File: config.mk
export PLATFORM = sky130hd
export DESIGN_NAME = serializer_piso
export DESIGN_NICKNAME = d
export VERILOG_FILES = /design/src/rtl/serializer_piso.sv
export SDC_FILE = /design/constraint.sdc
export NUM_CORES = 1
export LEC_CHECK = 0
export CORE_MARGIN = 1
export CORE_UTILIZATION = 47
export CTS_BUF_LIST = sky130_fd_sc_hd__clkbuf_4
export DETAILED_ROUTE_END_ITERATION = 16
export GPL_TIMING_DRIVEN = 1
export PLACE_DENSITY_LB_ADDON = 0.12
export SYNTH_ARGS = -nofsm -noshare
export SYNTH_HDL_FRONTEND = slang
export SYNTH_SLANG_ARGS = --single-unit
File: constraint.sdc
create_clock -name clk -period 1.4 [get_ports clk]
set_clock_uncertainty 0.2 [all_clocks]
set_input_delay 0.21 -clock clk [delete_from_list [all_inputs] [get_ports clk]]
set_output_delay 0.21 -clock clk [all_outputs]
set_load 0.01 [all_outputs]
File: src/rtl/serializer_piso.sv
// Parallel-in/serial-out stage feeding the serial sequence detector.
// Optional macro SERIALIZER_PARITY_EN appends one even-parity bit to every word.
module serializer_piso #(
  parameter int unsigned WIDTH     = 8,
  parameter int unsigned MSB_FIRST = 1
) (
  input  logic             clk,
  input  logic             reset,
  input  logic [WIDTH-1:0] data_in,
  input  logic             load_valid,
  output logic             load_ready,
  output logic             x_out,
  output logic             bit_valid,
  output logic             word_done,
  output logic             busy
);

  localparam int unsigned CNT_W = $clog2(WIDTH) + 1;
  localparam logic [CNT_W-1:0] LAST = CNT_W'(WIDTH - 1);

`ifdef SERIALIZER_PARITY_EN
  typedef enum logic [1:0] {
    S_IDLE   = 2'd0,
    S_SHIFT  = 2'd1,
    S_PARITY = 2'd2
  } state_t;
`else
  typedef enum logic [1:0] {
    S_IDLE   = 2'd0,
    S_SHIFT  = 2'd1
  } state_t;
`endif

  state_t             state_q, state_d;
  logic [CNT_W-1:0]   cnt_q, cnt_d;
  logic [WIDTH-1:0]   sr_q, sr_d;
  logic               x_q, x_d;
  logic               bv_q, bv_d;
  logic               wd_q, wd_d;
  logic               busy_q, busy_d;
`ifdef SERIALIZER_PARITY_EN
  logic               parity_q, parity_d;
`endif

  logic               accept;
  logic               first_bit;
  logic               next_bit;
  logic [WIDTH-1:0]   sr_load;
  logic [WIDTH-1:0]   sr_shift;

  // The first bit goes straight to x_out on accept; the register keeps the rest.
  assign first_bit = (MSB_FIRST != 0) ? data_in[WIDTH-1] : data_in[0];
  assign sr_load   = (MSB_FIRST != 0) ? {data_in[WIDTH-2:0], 1'b0}
                                      : {1'b0, data_in[WIDTH-1:1]};
  assign next_bit  = (MSB_FIRST != 0) ? sr_q[WIDTH-1] : sr_q[0];
  assign sr_shift  = (MSB_FIRST != 0) ? {sr_q[WIDTH-2:0], 1'b0}
                                      : {1'b0, sr_q[WIDTH-1:1]};

  // Ready is open when idle or on the final slot of a word.
  always_comb begin
    load_ready = 1'b0;
    unique case (state_q)
      S_IDLE:   load_ready = 1'b1;
`ifdef SERIALIZER_PARITY_EN
      S_SHIFT:  load_ready = 1'b0;
      S_PARITY: load_ready = 1'b1;
`else
      S_SHIFT:  load_ready = (cnt_q == LAST);
`endif
      default:  load_ready = 1'b0;
    endcase
  end

  assign accept = load_valid && load_ready;

  // Next-state and registered output logic.
  always_comb begin
    state_d  = state_q;
    cnt_d    = cnt_q;
    sr_d     = sr_q;
    x_d      = 1'b0;
    bv_d     = 1'b0;
    wd_d     = 1'b0;
`ifdef SERIALIZER_PARITY_EN
    parity_d = parity_q;
`endif

    unique case (state_q)
      S_IDLE: begin
        if (accept) begin
          state_d = S_SHIFT;
          cnt_d   = '0;
          sr_d    = sr_load;
          x_d     = first_bit;
          bv_d    = 1'b1;
`ifdef SERIALIZER_PARITY_EN
          parity_d = ^data_in;
`endif
        end
      end

      S_SHIFT: begin
        if (cnt_q != LAST) begin
          cnt_d = cnt_q + CNT_W'(1);
          sr_d  = sr_shift;
          x_d   = next_bit;
          bv_d  = 1'b1;
`ifdef SERIALIZER_PARITY_EN
          wd_d  = 1'b0;
`else
          wd_d  = (cnt_d == LAST);
`endif
        end else begin
`ifdef SERIALIZER_PARITY_EN
          state_d = S_PARITY;
          x_d     = parity_q;
          bv_d    = 1'b1;
          wd_d    = 1'b1;
`else
          if (accept) begin
            state_d = S_SHIFT;
            cnt_d   = '0;
            sr_d    = sr_load;
            x_d     = first_bit;
            bv_d    = 1'b1;
          end else begin
            state_d = S_IDLE;
            cnt_d   = '0;
          end
`endif
        end
      end

`ifdef SERIALIZER_PARITY_EN
      S_PARITY: begin
        if (accept) begin
          state_d  = S_SHIFT;
          cnt_d    = '0;
          sr_d     = sr_load;
          x_d      = first_bit;
          bv_d     = 1'b1;
          parity_d = ^data_in;
        end else begin
          state_d = S_IDLE;
          cnt_d   = '0;
        end
      end
`endif

      default: begin
        state_d = S_IDLE;
        cnt_d   = '0;
        sr_d    = '0;
      end
    endcase

    busy_d = (state_d != S_IDLE);
  end

  // State and output registers; reset overrides any accept.
  always_ff @(posedge clk) begin
    if (reset) begin
      state_q  <= S_IDLE;
      cnt_q    <= '0;
      sr_q     <= '0;
      x_q      <= 1'b0;
      bv_q     <= 1'b0;
      wd_q     <= 1'b0;
      busy_q   <= 1'b0;
`ifdef SERIALIZER_PARITY_EN
      parity_q <= 1'b0;
`endif
    end else begin
      state_q  <= state_d;
      cnt_q    <= cnt_d;
      sr_q     <= sr_d;
      x_q      <= x_d;
      bv_q     <= bv_d;
      wd_q     <= wd_d;
      busy_q   <= busy_d;
`ifdef SERIALIZER_PARITY_EN
      parity_q <= parity_d;
`endif
    end
  end

  assign x_out     = x_q;
  assign bit_valid = bv_q;
  assign word_done = wd_q;
  assign busy      = busy_q;

endmodule
==> results.sh <==
export IMPL_status="complete, but fails checks"
export IMPL_violations="DRC, setup timing"
export IMPL_via_count=806
export IMPL_layout_area_seq_um2=363
export IMPL_grt_start_max_net_pins=16
export IMPL_htreeDepth=1
export IMPL_grt_pass1_wl_um=3630
export IMPL_critPathRequiredTime_ps=990
export IMPL_worst_path_max_fanout=2
export IMPL_firstDrtPassIters=12
export IMPL_yosysTopAreaCell="dfxtp_1"
export IMPL_clock_sinks=18
export IMPL_hp_class="reg -> reg"
export IMPL_fillers=87
export IMPL_grt_pass1_vias=812
export IMPL_ant_nets=0
export IMPL_final_common_cell="dfxtp_1"
export IMPL_track_usage_pct=26.6
export IMPL_cp_arrival_ps=1300
export IMPL_power_density_nw_per_um2=744
export IMPL_antenna_cells=0
export IMPL_final_cell_mix="dfxtp_1 (16), buf_4 (13), clkdlybuf4s50_1 (10)"
export IMPL_ctsLongestPathBuffers=2
export IMPL_min_from="sr_q[7]"
export IMPL_grtUsageMet3_pct=8.33
export IMPL_seq_power_share_pct=54.9
export IMPL_wire_per_inst_um=15.8
export IMPL_routed_wl_um=2200
export IMPL_ys_seq_elements=18
export IMPL_timing_rr_start="cnt_q[0]"
export IMPL_numCtsBuffers=3
export IMPL_hpwl_um=1300
export IMPL_clk_latency_ps=310
export IMPL_antenna_found_initial=0
export IMPL_synth_top_area_share_pct=44.1
export IMPL_initial_core_util_pct=52.4
export IMPL_io_pins=16
export IMPL_dp_slack_ps=-361
export IMPL_grt_overflow_total=0
export IMPL_p_sw_uw=257
export IMPL_root_buffer="clkbuf_4"
export IMPL_peakVddDrop_mv=0.819
export IMPL_drt_initial_drc_count=18
export IMPL_fin_crit_sh_pct=122
export IMPL_hold_viol=0
export IMPL_leakage_uw=0.000532
export IMPL_die_w_um=43.7
export IMPL_dieArea_um2=1910
export IMPL_synth_main_ff_cell="dfxtp_1"
export IMPL_switching_share_pct=26.3
export IMPL_fp_dieH_um=43.7
export IMPL_core_area_um2=1560
export IMPL_gp_congestion=0.792
export IMPL_period_minus_slack_ps=1710
export IMPL_final_nets=137
export IMPL_drive_above_1_share_pct=44.7
export IMPL_async_flop_share_pct=0
export IMPL_clkTransAtPathRegs_ps=110
export IMPL_io_buffers=15
export IMPL_synth_area_per_cell_um2=9.18
export IMPL_setup_ws_ps=-311
export IMPL_max_clock_freq_mhz=584
export IMPL_cap_violations=0
export IMPL_syn_area_um2=817
export IMPL_syn_nets=102
export IMPL_multi_input_area_um2=573
export IMPL_top_usage_layer="met2"
export IMPL_rsz0062_at_grt="true"
export IMPL_clockPowerShare_pct=28.4
export IMPL_synth_area_leaders="dfxtp_1 (44%), nor3_1 (8.6%), a221oi_1 (7.5%), nor2b_1 (6.1%), nand3_1 (3.7%)"
export IMPL_cellInternalPower_uw=721
export IMPL_whs_ps=270
export IMPL_tritoncts="done"
export IMPL_worstSetupEndpointType="output port"
export IMPL_worstSetupStartpoint="cnt_q[0]"
export IMPL_rows=14
export IMPL_ys_warn_count=0
export IMPL_ctsHoldBuffers=0
export IMPL_ys_seq_area_share_pct=44.1
export IMPL_syn_to_final_growth_pct=60.9
export IMPL_synth_edff_count=0
export IMPL_drc=1
export IMPL_combPwrFrac_pct=16.7
export IMPL_synth_cell_types=29
export IMPL_slew_viol_final=0
export IMPL_grt_use_met2_pct=49.3
export IMPL_crit_type="reg -> out"
export IMPL_cp_start_kind="register"
export IMPL_via_per_inst=5.80
export IMPL_setup_viol=14
export IMPL_use_met1_pct=29.3
export IMPL_syn_inst=89
==> cell families after synthesis <==
logic type	Yosys count	synth area share (%)
fa+ha+maj	2	3.06
buf+inv	7	5.36
flops	18	44.1
xor+xnor	2	2.14
other cells	1	0.459
compound gates	17	15.3
simple gates	42	29.6
==> metal layers <==
| layer | vias up | share of wire [%] |
|---|---|---|
| li1 | 389 | - |
| met1 | 383 | 41 |
| met2 | 31 | 51 |
| met3 | 3 | 6.6 |
| met4 | 0 | 0.64 |
| met5 | - | 0 |
==> cell usage after synthesis (2+ instances only) <==
cell / number
dfxtp_1: 18
nor3_1: 14
nor2b_1: 8
a221oi_1: 7
nand3_1: 6
nor2_1: 4
a21oi_1: 3
o21a_1: 3
buf_2: 2
buf_4: 2
ha_1: 2
nand2_1: 2
o21ai_0: 2
==> through the flow <==
step           TNS [ps]  cells  util, %  instance area (um2)  total power (uW)
6_report          -1910    139     84.3                 1320               979
5_1_grt           -2620    139     84.3                 1320              1030
4_1_cts           -2600    141     81.6                 1270               964
3_5_place_dp      -1650    129     68.9                 1070               682
3_3_place_gp      -1420    129     68.9                 1070               678
2_1_floorplan         0     89        -                  835               617
==> power groups by stage <==
stage | clock network [uW] | registers [uW] | logic [uW]
global route | 310 | 539 | 176
global placement | 0 | 547 | 131
finish | 278 | 537 | 164
CTS | 276 | 537 | 151
detailed placement | 0 | 548 | 134
floorplan | 0 | 549 | 67.5
==> registers in the layout, summed over array words and instances, names as in the netlist <==
name	cells
state_q	2
sr_q	8
busy	1
cnt_q	4
x_out	1
word_done	1
bit_valid	1
==> layout make-up <==
type | instances | share of cell area [%]
multi-input cells | 64 | 43.6
flip-flops and latches | 18 | 27.6
repair buffers | 35 | 24.7
clock buffers | 3 | 1.71
well taps | 16 | 1.52
inverters | 2 | 0.571
clock inverters | 1 | 0.285
==> path summary, 6_finish.rpt <==
check / endpoint / slack [ps] / cells past startpoint
max: load_ready / -310 / 5
min: x_out / 270 / 2
max reg2reg: sr_q[5] / -190 / 7
min reg2reg: x_out / 270 / 2
==> timing repair <==
action / 4_1_cts / 5_1_grt
setup endpoints to repair: 14 / 17
resized for setup: 33 / 14
pin swaps: 8 / 9
setup buffers: 8 / 2
==> worst max-delay path, stage by stage, from the launching register on <==
cell,delay [ps]
dfxtp_2,360
ha_4,150
and3b_2,220
nor2_4,100
nor2_2,30
buf_2,130
No activity file was read; power rests on OpenSTA's default activity.
